<file path="config.mk">
export PLATFORM = sky130hd
export DESIGN_NAME = seven_seg_scan
export DESIGN_NICKNAME = d
export VERILOG_FILES = /design/src/rtl/seven_seg_scan.sv
export SDC_FILE = /design/constraint.sdc
export NUM_CORES = 1
export LEC_CHECK = 0
export ABC_AREA = 1
export BUFFER_PORTS_ARGS = -buffer_cell sky130_fd_sc_hd__buf_2
export CELL_PAD_IN_SITES_DETAIL_PLACEMENT = 0
export CELL_PAD_IN_SITES_GLOBAL_PLACEMENT = 2
export CORE_MARGIN = 2
export CORE_UTILIZATION = 34
export CTS_BUF_LIST = sky130_fd_sc_hd__clkbuf_4 sky130_fd_sc_hd__clkbuf_8
export CTS_CLUSTER_SIZE = 14
export DETAILED_ROUTE_END_ITERATION = 10
export PLACE_DENSITY = 0.9
export SETUP_SLACK_MARGIN = 0.05
export SYNTH_ARGS = -nofsm -noshare
export SYNTH_HDL_FRONTEND = slang
export SYNTH_SLANG_ARGS = --single-unit
</file>
<file path="constraint.sdc">
create_clock -name clk_i -period 2.98 [get_ports clk_i]
set_clock_uncertainty 0.1 [all_clocks]
set_input_delay 0.596 -clock clk_i [delete_from_list [all_inputs] [get_ports clk_i]]
set_output_delay 0.596 -clock clk_i [all_outputs]
set_load 0.01 [all_outputs]
</file>
<file path="src/rtl/seven_seg_scan.sv">
// seven_seg_scan: time-multiplexed scan controller for a common-anode
// multi-digit 7-segment display. Sits directly upstream of the hex-to-segment
// decoder. Each digit slot is a blanking gap (all digits off) followed by a
// lit phase. The displayed values are snapshotted once per frame, so a change
// of value_i mid-frame never tears the display.
//
// Optional build macro:
//   SEVEN_SEG_SCAN_LZ_BLANK_EN - leading-zero blanking. Digits above the
//                                highest nonzero nibble (or set dp bit) stay
//                                dark during their lit phase. Digit 0 is
//                                always lit. Slot timing is unchanged.
//
// Ports:
//   clk_i        system clock
//   rst_ni       asynchronous active-low reset
//   en_i         scan enable, 0 = display dark
//   value_i      packed nibbles, digit 0 (rightmost) = value_i[3:0]
//   dp_i         decimal point request per digit, 1 = lit
//   hex_o        nibble to the decoder
//   dp_no        active-low decimal point of the current digit
//   dig_no       active-low digit enables, at most one bit low
//   digit_idx_o  index of the current digit
//   frame_o      one-cycle pulse at the start of each frame
//
// state | meaning
// ------+-------------------------------------------------------------
// IDLE  | scan disabled, all digits off
// BLANK | gap before a digit, all off, hex_o/dp_no already show it
// SHOW  | current digit enabled for SLOT_CYCLES-BLANK_CYCLES clocks

module seven_seg_scan #(
  parameter int NUM_DIGITS   = 6,
  parameter int CLK_HZ       = 50000000,
  parameter int REFRESH_HZ   = 1000,
  parameter int BLANK_CYCLES = 64
) (
  input  logic                          clk_i,
  input  logic                          rst_ni,
  input  logic                          en_i,
  input  logic [4*NUM_DIGITS-1:0]       value_i,
  input  logic [NUM_DIGITS-1:0]         dp_i,
  output logic [3:0]                    hex_o,
  output logic                          dp_no,
  output logic [NUM_DIGITS-1:0]         dig_no,
  output logic [$clog2(NUM_DIGITS)-1:0] digit_idx_o,
  output logic                          frame_o
);

  localparam int SLOT_CYCLES = CLK_HZ / (REFRESH_HZ * NUM_DIGITS);
  localparam int SHOW_CYCLES = SLOT_CYCLES - BLANK_CYCLES;
  localparam int IDX_W       = $clog2(NUM_DIGITS);
  localparam int CNT_W       = $clog2(SLOT_CYCLES + 1);

  localparam logic [CNT_W-1:0] BLANK_LOAD = CNT_W'(BLANK_CYCLES - 1);
  localparam logic [CNT_W-1:0] SHOW_LOAD  = CNT_W'(SHOW_CYCLES - 1);
  localparam logic [IDX_W-1:0] LAST_IDX   = IDX_W'(NUM_DIGITS - 1);

  if (SLOT_CYCLES <= BLANK_CYCLES) begin : g_bad_timing
    $error("seven_seg_scan: SLOT_CYCLES must exceed BLANK_CYCLES");
  end

  typedef enum logic [1:0] {
    IDLE  = 2'd0,
    BLANK = 2'd1,
    SHOW  = 2'd2
  } state_t;

  state_t                  state_q, state_d;
  logic [CNT_W-1:0]        cnt_q, cnt_d;
  logic [IDX_W-1:0]        idx_q, idx_d;
  logic [4*NUM_DIGITS-1:0] snap_val_q, snap_val_d;
  logic [NUM_DIGITS-1:0]   snap_dp_q, snap_dp_d;
  logic [3:0]              hex_q, hex_d;
  logic                    dpn_q, dpn_d;
  logic [NUM_DIGITS-1:0]   dig_q, dig_d;
  logic                    frame_q, frame_d;

  logic                    enter_blank;
  logic                    snap_take;
  logic [IDX_W-1:0]        next_idx;
  logic [NUM_DIGITS-1:0]   lit_mask;

`ifdef SEVEN_SEG_SCAN_LZ_BLANK_EN
  logic [IDX_W-1:0] hi_q, hi_d;
  logic [IDX_W-1:0] hi_new;

  // Highest digit that carries information in the incoming frame.
  always_comb begin
    hi_new = '0;
    for (int i = 1; i < NUM_DIGITS; i++) begin
      if ((value_i[4*i +: 4] != 4'h0) || dp_i[i]) begin
        hi_new = IDX_W'(i);
      end
    end
  end

  always_comb begin
    hi_d = hi_q;
    if (snap_take) begin
      hi_d = hi_new;
    end
  end

  always_ff @(posedge clk_i or negedge rst_ni) begin
    if (!rst_ni) begin
      hi_q <= '0;
    end else begin
      hi_q <= hi_d;
    end
  end

  always_comb begin
    lit_mask = ~(NUM_DIGITS'(1) << idx_q);
    if (idx_q > hi_q) begin
      lit_mask = '1;
    end
  end
`else
  always_comb begin
    lit_mask = ~(NUM_DIGITS'(1) << idx_q);
  end
`endif

  always_comb begin
    state_d     = state_q;
    cnt_d       = cnt_q;
    idx_d       = idx_q;
    snap_val_d  = snap_val_q;
    snap_dp_d   = snap_dp_q;
    hex_d       = hex_q;
    dpn_d       = dpn_q;
    dig_d       = '1;
    frame_d     = 1'b0;
    enter_blank = 1'b0;
    snap_take   = 1'b0;
    next_idx    = idx_q;

    if (!en_i) begin
      // hex/dp deliberately hold their last values while dark
      state_d = IDLE;
      idx_d   = '0;
      cnt_d   = '0;
    end else begin
      unique case (state_q)
        IDLE: begin
          enter_blank = 1'b1;
          next_idx    = '0;
        end
        BLANK: begin
          if (cnt_q == '0) begin
            state_d = SHOW;
            cnt_d   = SHOW_LOAD;
            dig_d   = lit_mask;
          end else begin
            cnt_d = cnt_q - 1'b1;
          end
        end
        SHOW: begin
          if (cnt_q == '0) begin
            enter_blank = 1'b1;
            next_idx    = (idx_q == LAST_IDX) ? '0 : idx_q + 1'b1;
          end else begin
            cnt_d = cnt_q - 1'b1;
            dig_d = lit_mask;
          end
        end
        default: begin
          state_d = IDLE;
        end
      endcase
    end

    if (enter_blank) begin
      state_d = BLANK;
      cnt_d   = BLANK_LOAD;
      idx_d   = next_idx;
      // A new frame starts at digit 0: take the snapshot and present digit 0
      // from the fresh values in the same edge.
      if (next_idx == '0) begin
        snap_take  = 1'b1;
        snap_val_d = value_i;
        snap_dp_d  = dp_i;
        frame_d    = 1'b1;
      end
      hex_d = snap_val_d[4*int'(next_idx) +: 4];
      dpn_d = ~snap_dp_d[next_idx];
    end
  end

  always_ff @(posedge clk_i or negedge rst_ni) begin
    if (!rst_ni) begin
      state_q    <= IDLE;
      cnt_q      <= '0;
      idx_q      <= '0;
      snap_val_q <= '0;
      snap_dp_q  <= '0;
      hex_q      <= '0;
      dpn_q      <= 1'b1;
      dig_q      <= '1;
      frame_q    <= 1'b0;
    end else begin
      state_q    <= state_d;
      cnt_q      <= cnt_d;
      idx_q      <= idx_d;
      snap_val_q <= snap_val_d;
      snap_dp_q  <= snap_dp_d;
      hex_q      <= hex_d;
      dpn_q      <= dpn_d;
      dig_q      <= dig_d;
      frame_q    <= frame_d;
    end
  end

  assign hex_o       = hex_q;
  assign dp_no       = dpn_q;
  assign dig_no      = dig_q;
  assign digit_idx_o = idx_q;
  assign frame_o     = frame_q;

endmodule

</file>
; Word level (Yosys, flattened, before mapping)
; Index checks and enable logic that the tools add are counted.
[word_totals]
regBits = 61
latch_bits = 0
ramBits = 0
mem_bits_ro = 0
wordCells = 60
n_memories = 0
[op_classes]
add_sub_neg = 2
mul = 0
div = 0
n_lt_le_gt_ge = 1
n_eq_ne = 8
shift = 2
mux = 30
bitwise = 2
reduce_logical = 6
[ops]
columns = cell, count
row1 = 14-bit 2-to-1 mux, 4
row2 = 24-bit 2-to-1 mux, 2
row3 = 6-bit 2-to-1 mux, 5
row4 = 14-bit case mux with 2 select lines, 1
row5 = 24-bit by 6-bit variable part select with 4-bit output, 1
row6 = 3-bit 2-to-1 mux, 5
row7 = 14-bit logical NOT, 1
row8 = "14-bit by 1-bit subtractor with 14-bit output, second input constant", 1
row9 = 6-bit case mux with 2 select lines, 1
row10 = "4-bit != test, second input constant", 2
row11 = 2-bit 2-to-1 mux, 3
row12 = 6-bit inverter, 1
row13 = 3-bit case mux with 2 select lines, 1
row14 = "1-bit by 3-bit << shifter with 6-bit output, first input constant", 1
row15 = 1-bit 2-to-1 mux, 5
row16 = "3-bit by 4-bit less-than comparator with 1-bit output, second input constant", 1
row17 = "4-bit by 1-bit != test with 1-bit output, second input constant", 1
row18 = 2-bit case mux with 2 select lines, 1
row19 = 2-bit AND reduction, 2
row20 = "3-bit by 1-bit adder with 3-bit output, second input constant", 1
row21 = 1-bit binary-select mux with 3-bit select, 1
row22 = "3-bit equality test, second input constant", 1
row23 = 3-bit logical NOT, 1
row24 = "3-bit by 2-bit != test with 1-bit output, second input constant", 1
row25 = other kinds (7), 7

; Longest topological paths before layout
; Gate-level depths: netlist of the first run.
[logic_depth]
depth_word = 11
depth_mapped = 17
mapped_depth_nobuf = 17

; Worst setup path before layout of the first run
; Ideal clock, no wire load.
[synth_path]
path_kind = flip-flop to flip-flop
start = register idx_q[0], in the netlist digit_idx_o[0]
end = register snap_val_q[16]
setup_ps = 116
arrival_time_ps = 1881
setup_slack_ps = 882
path_stages_with_launch = 17
path_buffers = 2
cell_sequence = dfrtp_1 > nand2_1 > inv_1 > ha_1 > nor2_1 > nand2_1 > nand3_1 > nand3_2 > nand2_4 > nor2_8 > nand2_2 > nor2_4 > inv_2 > buf_6 > buf_6 > nand2_1 > nand2_1
[synth_via]
elab_chain_cells = 8
word_cells_on_any_way = 9
classes_between = 1 x add/sub / 1 x eq/ne / 6 x mux / 1 x reduce/logical
[synth_lines]
columns = item, line
row1 = "start, declared", 70  ; logic [IDX_W-1:0] idx_q, idx_d;
row2 = "start signal, assigned", 204  ; idx_q <= idx_d;
row3 = 3-bit by 1-bit adder with 3-bit output or 3-bit equality test (tied branches), 161  ; next_idx = (idx_q == LAST_IDX) ? '0 : idx_q + 1'b1;
row4 = 3-bit 2-to-1 mux, 161
row5 = 3-bit 2-to-1 mux, 159  ; if (cnt_q == '0) begin
row6 = 3-bit case mux with 2 select lines, 144  ; unique case (state_q)
row7 = 3-bit 2-to-1 mux *, 138  ; if (!en_i) begin
row8 = 3-bit logical NOT *, 179  ; if (next_idx == '0) begin
row9 = 24-bit 2-to-1 mux *, 179
row10 = 24-bit 2-to-1 mux *, 173  ; if (enter_blank) begin
row11 = "end signal, assigned", 205  ; snap_val_q <= snap_val_d;
row12 = "end, declared", 71  ; logic [4*NUM_DIGITS-1:0] snap_val_q, snap_val_d;
; Mark *: on every way between the ends. The rest lies on a longest branch, timed or not. The select of a mux whose other input is x is not followed.
; A chain may end at the register's enable or synchronous reset.

; Final worst setup path of the first run
[layout_path]
start = register cnt_q[0]
end = register snap_val_q[21]
[layout_via]
elab_chain_cells = 7
word_cells_on_any_way = 10
classes_between = 8 x mux / 2 x reduce/logical
[layout_lines]
columns = item, line
row1 = "start, declared", 69  ; logic [CNT_W-1:0] cnt_q, cnt_d;
row2 = "start signal, assigned", 203  ; cnt_q <= cnt_d;
row3 = 14-bit logical NOT *, 159
row4 = 3-bit 2-to-1 mux, 159
row5 = 3-bit case mux with 2 select lines, 144
row6 = 3-bit 2-to-1 mux, 138
row7 = 3-bit logical NOT, 179
row8 = 24-bit 2-to-1 mux, 179
row9 = 24-bit 2-to-1 mux, 173
; Marks and branches as above.

==> flow_metrics.py, run 1 <==
metrics = {
    "sta": {
        "hold_viol": 0,
        "setup_viol": 0,
        "rsz0062_at_grt": "no",
        "relSlewSlack_pct": 59.4,
        "fin_setup_tns_ns": 0,
        "worst_pin_slew_ns": 0.605,
        "finalCritPeriodShare_pct": 84.4,
        "hold_slack_ns": 0.125,
        "final.min_clock_period_ns": 2.51,
        "slew_violations": 0,
        "max_freq_mhz": 398,
    },
    "placed_design": {
        "place.gp.congestion": 0.875,
        "dp_hpwl_um": 5560,
        "io_buffer_count": 47,
    },
    "die": {
        "rows": 35,
        "dieHeight_um": 101,
        "ios": 48,
        "fp.dieArea_um2": 10200,
        "initial_core_util_pct": 34.8,
        "die_w_um": 101,
        "coreArea_um2": 9200,
    },
    "worst_setup_path": {
        "required_ns": 3.11,
        "crit_path_end_kind": "flip-flop",
        "cp.arrival_ns": 2.65,
        "path_class": "flip-flop to flip-flop",
        "start_kind": "flip-flop",
        "crit_path_max_fanout": 24,
    },
    "clock_tree": {
        "cts_sinks": 58,
        "clockBufferDepth": 2,
        "clkTransAtPathRegs_ns": 0.07,
        "cts_buffers": 9,
        "post_cts_buffers": 0,
        "htree_levels": 3,
        "ctsHoldBuffers": 0,
        "clk_latency_ns": 0.34,
        "root_buffer": "clkbuf_8",
        "cts_tree": "built",
        "cts_resized": 0,
    },
    "synth": {
        "syn_avg_cell_area_um2": 7.64,
        "synth_top_area_share_pct": 39.8,
        "yosysMostFrequentCell": "nand2_1",
        "synth_edf_count": 0,
        "netlist.top_cell.by_area": "dfrtp_1",
        "ys.flop_type": "dfrtp_1",
        "ys_seq_area_share_pct": 45.6,
        "async_flop_share_pct": 100,
        "synth.top_cells.by_area": "dfrtp_1 40%, nand2_1 18%, o21ai_0 5.8%, dfstp_2 5.7%, inv_1 4.6%",
        "synth-seq-cells": 58,
        "ys_types": 32,
        "synth_common_cells": "152 x nand2_1, 51 x dfrtp_1, 39 x inv_1",
        "synth_nets": 458,
        "yosysWarnings": 0,
        "netlist_area_um2": 3200,
        "syn_inst": 419,
    },
    "finish": {
        "n_antenna_cell": 0,
        "drive_gt1_share_pct": 21.4,
        "areaGrowthSynthToFinish_pct": 18.8,
        "final_util_pct": 41.4,
        "finalNetCount": 510,
        "fillers": 958,
    },
    "global_route": {
        "use_met3_pct": 4.09,
        "grt_use_total_pct": 16.4,
        "grt_pass1_vias": 2869,
        "grt.busiest_layer": "met2",
        "gr-usage-met1_pct": 21.1,
        "grt_pass1_wl_um": 13300,
        "grt_start_max_net_pins": 38,
        "grt_remaining_overflow": 0,
        "grt_use_met2_pct": 27.3,
        "antenna_found_initial": 0,
    },
    "pwr": {
        "p_leak_nw": 1.96,
        "ir_worst_vdd_mv": 0.281,
        "power.density_nw_per_um2": 661,
    },
    "job": {
        "drv_cap": 0,
    },
    "outcome": {
        "status": "completed",
    },
    "route": {
        "first_pass_iters": 4,
        "drcViolationCount": 0,
        "vias_per_cell": 4.75,
        "drt_iter0_markers": 117,
        "vias": 2790,
        "ant_nets": 0,
        "routed_wl_um": 7610,
        "wire_per_inst_um": 13.0,
    },
    "hold_path": {
        "hp-class": "input pin to async pin",
    },
}
critical path: stages (launching register included):
cell and delay [ns]:
dfrtp_1 0.39, inv_1 0.14, ha_1 0.19, nand3_1 0.12, nor2_4 0.16, nand3_2 0.12, nand2_2 0.10, inv_2 0.06
nor2_8 0.15, inv_2 0.14, nor2_4 0.31, inv_2 0.25, nand2_1 0.12, nand2_1 0.05
metrics by stage:
| stage | total power (W) | cells | area, um^2 | setup slack [ns] |
|---|---|---|---|---|
| final | 0.00251 | 587 | 3800 | 0.466 |
| after global routing | 0.00268 | 587 | 3800 | 0.152 |
| after CTS | 0.00255 | 587 | 3800 | 0.433 |
| after detailed placement | 0.00163 | 571 | 3560 | 0.391 |
| after global placement | 0.00162 | 571 | 3560 | 0.419 |
| after floorplan | 0.00145 | 419 | 3200 | 0.882 |
path summary, 6_finish.rpt:
check                                       to  slack, ns          start  cells past startpoint
worst min-delay path                 cnt_q[10]       0.13         rst_ni                      2
worst min register to register   snap_val_q[7]       0.37  snap_val_q[7]                      2
max in group asynchronous                dp_no       2.19         rst_ni                      2
worst max-delay path            snap_val_q[21]       0.47       cnt_q[0]                     13
min in group clk_i               snap_val_q[4]       0.35     value_i[4]                      3
worst max register to register  snap_val_q[21]       0.47       cnt_q[0]                     13
placed cells by master (no fill, tap or decap):
master and n:
a32o_1 1, dfrtp_1 51, nor2_1 28, and3_1 1
buf_4 3, nor2_4 5, xor2_1 7, nor4_1 1
buf_12 1, clkinvlp_4 1, clkbuf_8 9, clkinv_4 2
nor2_2 4, o311ai_0 1, o21ai_1 3, nor3_1 8
inv_2 7, nand3_2 4, nand3_1 16, a31oi_1 3
clkbuf_4 1, nand2_2 4, bufinv_16 3, dfstp_2 7
buf_2 47, inv_1 39, o22ai_1 1, nand2_4 2
xnor2_1 1, o211ai_1 3, nand4_1 2, or2_0 1
ha_1 6, nand2_1 152, nor2_8 2, o21ai_0 37
a21oi_1 12
logic make-up after synthesis:
logic type / Yosys count / synth area share [%]
AO/OA/AOI/OAI: 61 / 10.2
XOR/XNOR: 8 / 2.19
adder cells (fa/ha/maj): 6 / 2.34
buffers and inverters: 56 / 7.34
flip-flops: 58 / 45.6
AND/OR/NAND/NOR: 230 / 32.3
layer usage:
layer,part of all wire [%],routed length [um],vias to the layer above
li1,-,-,1430
met1,46,3530,1277
met2,48,3640,76
met3,4.9,371,7
met4,0.87,66,0
met5,0,0,-
state kept, by name, indices dropped and copies added (netlist names):
signal / flops
frame_o: 1
dig_no: 6
snap_val_q: 21
dp_no: 1
cnt_q: 14
hex_o: 4
digit_idx_o: 3
state_q: 2
snap_dp_q: 6
final cells by class:
| type | instances | area, um^2 | area share [%] |
|---|---|---|---|
| multi-input cells | 305 | 1510 | 39.6 |
| clock inverters | 6 | 115 | 3.03 |
| flip-flops and latches | 58 | 1460 | 38.4 |
| inverters | 46 | 173 | 4.54 |
| well taps | 111 | 139 | 3.65 |
| clock buffers | 10 | 131 | 3.45 |
| repair buffers | 51 | 278 | 7.30 |
power by group:
group	switching, W	leakage (nW)	internal (W)
Sequential	0.0000925	0.715	0.000951
Clock	0.000340	0.120	0.000568
Combinational	0.000358	1.12	0.000205
Power figures use the tool's default switching activity.
==> inputs of run 2 (changes only) <==
--- a/config.mk
+++ b/config.mk
@@ -10,11 +10,11 @@
 export CELL_PAD_IN_SITES_DETAIL_PLACEMENT = 0
 export CELL_PAD_IN_SITES_GLOBAL_PLACEMENT = 2
 export CORE_MARGIN = 2
-export CORE_UTILIZATION = 34
+export CORE_UTILIZATION = 31
 export CTS_BUF_LIST = sky130_fd_sc_hd__clkbuf_4 sky130_fd_sc_hd__clkbuf_8
 export CTS_CLUSTER_SIZE = 14
 export DETAILED_ROUTE_END_ITERATION = 10
-export PLACE_DENSITY = 0.9
+export PLACE_DENSITY = 0.87
 export SETUP_SLACK_MARGIN = 0.05
 export SYNTH_ARGS = -nofsm -noshare
 export SYNTH_HDL_FRONTEND = slang
==> constraint.sdc (replaced) <==
create_clock -name clk_i -period 2.12 [get_ports clk_i]
set_clock_uncertainty 0.1 [all_clocks]
set_input_delay 0.424 -clock clk_i [delete_from_list [all_inputs] [get_ports clk_i]]
set_output_delay 0.424 -clock clk_i [all_outputs]
set_load 0.01 [all_outputs]
==> run 2 against run 1 <==
Die area rose by 9.3%. Flip-flop and latch count did not move. Critical path depth fell by 1. Highest routed layer unchanged. Largest power group unchanged. Final cell count rose by 13%. First-iteration DRC count fell by 39%.
==> flow_metrics.py, run 2 (synthesis gave the netlist of run 1 again) <==
metrics = {
    "route": {
        "routed_wl_um": 8450,
        "first_pass_iters": 4,
        "vias": 2956,
        "drcViolationCount": 0,
        "ant_nets": 0,
        "vias_per_cell": 4.44,
        "drt_iter0_markers": 71,
        "wire_per_inst_um": 12.7,
    },
    "placed_design": {
        "place.gp.congestion": 0.863,
        "dp_hpwl_um": 5980,
        "preCtsSetupSlack_ns": -0.0740,
        "io_buffer_count": 47,
    },
    "sta": {
        "final.min_clock_period_ns": 2.10,
        "hold_viol": 0,
        "relSlewSlack_pct": 61.0,
        "setup_viol": 0,
        "rsz0062_at_grt": "yes",
        "finalCritPeriodShare_pct": 99.0,
        "max_freq_mhz": 476,
        "fin_setup_tns_ns": 0,
        "slew_violations": 0,
        "worst_pin_slew_ns": 0.585,
        "setup_slack_ns": 0.0211,
    },
    "clock_tree": {
        "cts_tree": "built",
        "htree_levels": 3,
        "cts_buffers": 9,
        "cts_sinks": 58,
        "clk_latency_ns": 0.34,
        "clockBufferDepth": 2,
        "clkTransAtPathRegs_ns": 0.07,
        "root_buffer": "clkbuf_8",
    },
    "pwr": {
        "ir_worst_vdd_mv": 0.345,
        "power.density_nw_per_um2": 829,
        "p_comb_share_pct": 28.9,
        "finalPower_w": 0.00369,
        "sw_frac_of_total_pct": 32.1,
        "power_frac_seq_pct": 39.6,
        "power.switching_w": 0.00119,
        "power.clock.fraction_pct": 31.4,
        "p_leak_nw": 2.27,
        "p_int_w": 0.00251,
    },
    "job": {
        "drv_cap": 0,
    },
    "worst_setup_path": {
        "crit_chain": "inv_2 -> ha_4 -> nand3_2 -> nor2_4 -> nand4_1 -> nand3_2 -> nand2_4 -> clkbuf_16 -> or2_0 -> a31oi_1 -> nand2_1 -> nand2_1",
        "slowest_delay_ns": 0.40,
        "required_ns": 2.30,
        "cp.arrival_ns": 2.28,
        "start_kind": "flip-flop",
        "crit_path_end_kind": "flip-flop",
        "path_class": "flip-flop to flip-flop",
        "crit_path_max_fanout": 8,
        "crit_slowest_cell": "dfrtp_1",
    },
    "global_route": {
        "grt_start_max_net_pins": 25,
        "antenna_found_initial": 0,
        "grt_remaining_overflow": 0,
        "grt_pass1_wl_um": 13500,
        "grt_pass1_vias": 2938,
        "grt_use_total_pct": 15.3,
    },
    "finish": {
        "n_antenna_cell": 0,
        "areaGrowthSynthToFinish_pct": 39.1,
        "regMostFlops": "snap_val_q",
        "final_common_cell": "nand2_1",
        "largest_register_ffs": 21,
        "finalNetCount": 564,
        "drive_gt1_share_pct": 35.5,
        "final_cell_mix": "141 x nand2_1, 48 x dfrtp_1, 47 x buf_2, 46 x buf_4, 34 x inv_1",
        "reg_top3": "snap_val_q: 21 flops, cnt_q: 14 flops",
    },
    "die": {
        "rows": 37,
        "fp.dieArea_um2": 11200,
        "dieHeight_um": 106,
        "coreArea_um2": 10200,
        "ios": 48,
        "die_w_um": 106,
        "initial_core_util_pct": 31.4,
    },
    "outcome": {
        "status": "completed",
    },
    "hold_path": {
        "hp-class": "input pin to flip-flop",
    },
}
-- run 2: cell count changes in the layout (fill, tap and decap cells not counted), sizes merged --
cell,before,now
dlygate4sd3,0,1
clkbuf,10,14
buf,51,101
bufinv,3,2
-- run 2: path summary, 6_finish.rpt --
kind                                start             end  slack (ns)  depth (start not counted)
setup / recovery                 cnt_q[0]           dp_no        0.02                         12
hold / removal                value_i[16]  snap_val_q[16]        0.18                          3
setup reg to reg                 cnt_q[0]           dp_no        0.02                         12
hold reg to reg            snap_val_q[12]  snap_val_q[12]        0.37                          2
max in group asynchronous          rst_ni           dp_no        0.82                          3
min in group asynchronous          rst_ni        cnt_q[9]        0.52                          2
-- run 2: through the flow --
| stage | util (%) | cells | instance area, um^2 | hold slack (ns) |
|---|---|---|---|---|
| 2_1_floorplan | - | 419 | 3230 | 0.0284 |
| 3_3_place_gp | 38.9 | 637 | 3960 | 0.349 |
| 3_5_place_dp | 38.9 | 637 | 3960 | 0.358 |
| 4_1_cts | 41.3 | 654 | 4200 | 0.157 |
| 5_1_grt | 43.7 | 666 | 4460 | 0.173 |
| 6_report | 43.7 | 666 | 4460 | 0.179 |
-- run 2: layout make-up --
| cell class | instances | area, um^2 |
|---|---|---|
| Clock inverter | 5 | 77.6 |
| Sequential cell | 58 | 1460 |
| Multi-Input combinational cell | 305 | 1620 |
| Tap cell | 136 | 170 |
| Inverter | 46 | 185 |
| Timing Repair Buffer | 105 | 791 |
| Fill cell | 1063 | 5730 |
| Clock buffer | 11 | 145 |
-- run 2: power groups by stage --
stage	Clock [W]	Combinational [W]	Sequential [W]
2_1_floorplan	0	0.000576	0.00148
3_3_place_gp	0	0.000937	0.00147
3_5_place_dp	0	0.000957	0.00147
4_1_cts	0.00120	0.000969	0.00146
5_1_grt	0.00125	0.00121	0.00149
6_report	0.00116	0.00107	0.00146
-- run 2: per-layer routing --
metal  up-vias  track usage (%)  share of wire (%)
li1       1539                -                  -
met1      1359             19.4                 46
met2        48             25.8                 49
met3        10             3.53                3.3
met4         0             4.98                1.4
met5         -                0                  0
-- run 2: timing repair --
item                                    CTS  global route
hold endpoints to repair                 15             0
endpoints found under the setup margin   40            42
pin swaps                                 4             5
setup buffers                             0             8
hold buffers                              1             0
gates cloned                              0             4
gates resized for setup                  10            37
-- run 2: worst max-delay path, delay by kind of cell (launching register included) --
family | cells | cell delay, ns
AND/OR/NAND/NOR | 8 | 0.99
flip-flops | 1 | 0.40
buffers and inverters | 2 | 0.26
AO/OA/AOI/OAI | 1 | 0.18
adder cells (fa/ha/maj) | 1 | 0.13
==> inputs of run 3 (changes only) <==
--- a/config.mk
+++ b/config.mk
@@ -10,11 +10,10 @@
 export CELL_PAD_IN_SITES_DETAIL_PLACEMENT = 0
 export CELL_PAD_IN_SITES_GLOBAL_PLACEMENT = 2
 export CORE_MARGIN = 2
-export CORE_UTILIZATION = 31
-export CTS_BUF_LIST = sky130_fd_sc_hd__clkbuf_4 sky130_fd_sc_hd__clkbuf_8
+export CORE_UTILIZATION = 29
 export CTS_CLUSTER_SIZE = 14
 export DETAILED_ROUTE_END_ITERATION = 10
-export PLACE_DENSITY = 0.87
+export PLACE_DENSITY = 0.82
 export SETUP_SLACK_MARGIN = 0.05
 export SYNTH_ARGS = -nofsm -noshare
 export SYNTH_HDL_FRONTEND = slang
==> run 3 against run 2 <==
Critical path type unchanged. Count of clock-buffer cells in the layout unchanged. Clock power is essentially flat. Utilization fell by 2.0 points. Highest routed layer unchanged. Power is 0.73% higher. Sequential share of layout area decreased by 0.37 points. Via count up 2.1%. Critical endpoint is now hex_o[3]. The flow now finishes with violations (negative setup slack). Non-clock buffer count decreased by 3. Combinational power about the same. Wire length increased by 3.3%.
==> flow_metrics.py, run 3 (synthesis gave the netlist of run 1 again) <==
metrics = {
    "finish": {
        "drive_gt1_share_pct": 37.0,
        "reg_top3": "snap_val_q: 21 flops, cnt_q: 14 flops",
        "fin_area_um2": 4510,
        "final_cell_mix": "137 x nand2_1, 48 x dfrtp_1, 47 x buf_2, 44 x buf_4, 32 x inv_1",
        "n_antenna_cell": 0,
        "largest_register_ffs": 21,
        "fillers": 1123,
        "final_common_cell": "nand2_1",
        "areaGrowthSynthToFinish_pct": 40.7,
        "regMostFlops": "snap_val_q",
        "finalNetCount": 561,
    },
    "worst_setup_path": {
        "cp.arrival_ns": 2.28,
        "reg2regPathDepth": 13,
        "start_kind": "flip-flop",
        "crit_path_max_fanout": 6,
        "crit_path_end_kind": "flip-flop",
        "timing.rr.end": "hex_o[3]",
        "r2r_start": "state_q[0]",
        "path_class": "flip-flop to flip-flop",
        "critical_path.startpoint": "state_q[0]",
        "r2r_setup_slack_ns": -0.02,
        "required_ns": 2.25,
    },
    "clock_tree": {
        "clkTransAtPathRegs_ns": 0.07,
        "cts_sinks": 58,
        "clockBufferDepth": 2,
        "htree_levels": 3,
        "clk_latency_ns": 0.34,
        "cts_tree": "built",
        "cts_buffers": 9,
        "root_buffer": "clkbuf_8",
    },
    "pwr": {
        "p_comb_share_pct": 29.6,
        "p_int_w": 0.00250,
        "power.switching_w": 0.00122,
        "ir_worst_vdd_mv": 0.368,
        "power.clock.fraction_pct": 31.0,
        "power.density_nw_per_um2": 826,
        "power_frac_seq_pct": 39.4,
        "p_leak_nw": 2.27,
        "sw_frac_of_total_pct": 32.8,
        "finalPower_w": 0.00372,
    },
    "outcome": {
        "status": "finished with violations",
        "violations": "negative setup slack",
    },
    "route": {
        "vias_per_cell": 4.52,
        "first_pass_iters": 4,
        "drcViolationCount": 0,
        "vias": 3017,
        "drt_iter0_markers": 80,
        "wire_per_inst_um": 13.1,
        "ant_nets": 0,
        "routed_wl_um": 8730,
    },
    "die": {
        "rows": 38,
        "ios": 48,
        "initial_core_util_pct": 29.7,
        "coreArea_um2": 10800,
        "dieHeight_um": 109,
        "die_w_um": 109,
        "fp.dieArea_um2": 11900,
    },
    "sta": {
        "hold_slack_ns": 0.176,
        "setup_slack_ns": -0.0229,
        "worst_pin_slew_ns": 0.611,
        "finalCritPeriodShare_pct": 101,
        "max_freq_mhz": 467,
        "slew_violations": 0,
        "hold_viol": 0,
        "final.min_clock_period_ns": 2.14,
        "setup_viol": 5,
        "rsz0062_at_grt": "yes",
        "relSlewSlack_pct": 59.3,
    },
    "hold_path": {
        "min_to": "snap_val_q[13]",
        "hp-start": "value_i[13]",
        "hold_depth": 3,
        "hp-class": "input pin to flip-flop",
    },
    "global_route": {
        "antenna_found_initial": 0,
        "grt_start_max_net_pins": 27,
        "grt_use_total_pct": 15.6,
        "grt_pass1_wl_um": 14400,
        "grt_remaining_overflow": 0,
        "grt_pass1_vias": 3043,
    },
    "job": {
        "drv_cap": 0,
    },
    "placed_design": {
        "dpl_cell_area_um2": 3960,
        "place.gp.congestion": 0.862,
        "dp_hpwl_um": 6240,
        "io_buffer_count": 47,
    },
}
-- run 3: changes by cell type in the layout (fill, tap and decap cells not counted), moves of 3 or more --
cell	change
inv_2	+3
nand2_1	-4
o21ai_1	+3
buf_6	-3
-- run 3: area by class of cell --
class	count	area [um^2]	share of cell area [%]
clock buffers	11	141	3.14
repair buffers	102	779	17.3
clock inverters	5	77.6	1.72
flip-flops and latches	58	1460	32.5
multi-input cells	305	1680	37.3
inverters	46	188	4.16
well taps	140	175	3.89
-- run 3: metal layers --
layer	track usage, %	share of wire, %	up-vias	wire length, um
li1	-	-	1536	-
met1	19.4	45	1416	3920
met2	26.5	49	57	4320
met3	4.30	4.2	8	367
met4	3.94	1.4	0	126
met5	0	0	-	0
-- run 3: worst max-delay path by stage --
stage | slack, ns | end
after floorplan | 0.05 | snap_val_q[16]
after global placement | -0.01 | dp_no
after detailed placement | -0.05 | snap_val_q[21]
after CTS | 0.05 | snap_dp_q[3]
after global routing | -0.14 | hex_o[3]
final | -0.02 | hex_o[3]
-- run 3: stage by stage --
step / cells / worst slack, ns / util, % / setup TNS [ns]
2_1_floorplan: 419 / 0.0536 / - / 0
3_3_place_gp: 642 / -0.0106 / 36.7 / -0.0435
3_5_place_dp: 642 / -0.0481 / 36.7 / -0.800
4_1_cts: 661 / 0.0453 / 39.4 / 0
5_1_grt: 667 / -0.137 / 41.8 / -3.39
6_report: 667 / -0.0229 / 41.8 / -0.0422
-- run 3: critical path, stage by stage, from the launching register on --
cell     delay, ns
dfrtp_1       0.35
inv_1         0.07
buf_4         0.13
ha_1          0.23
o21ai_1       0.18
nand2_1       0.12
nand2_4       0.16
nor2_8        0.07
buf_12        0.12
buf_4         0.12
nand2_1       0.06
nand3_2       0.10
a21oi_2       0.17
a21oi_2       0.06
-- run 3: timing repair --
action,in CTS,in global routing
gates resized for setup,15,52
setup endpoints to repair,39,40
hold endpoints to repair,1,0
buffers inserted,1,4
cloned,1,2
hold buffers,1,0
pin swaps,7,23
-- run 3: power by group through the flow --
stage | Clock [W] | Combinational [W] | Sequential, W
after floorplan | 0 | 0.000576 | 0.00148
after global placement | 0 | 0.000948 | 0.00147
after detailed placement | 0 | 0.000961 | 0.00148
after CTS | 0.00118 | 0.00101 | 0.00147
after global routing | 0.00124 | 0.00125 | 0.00149
final | 0.00115 | 0.00110 | 0.00147
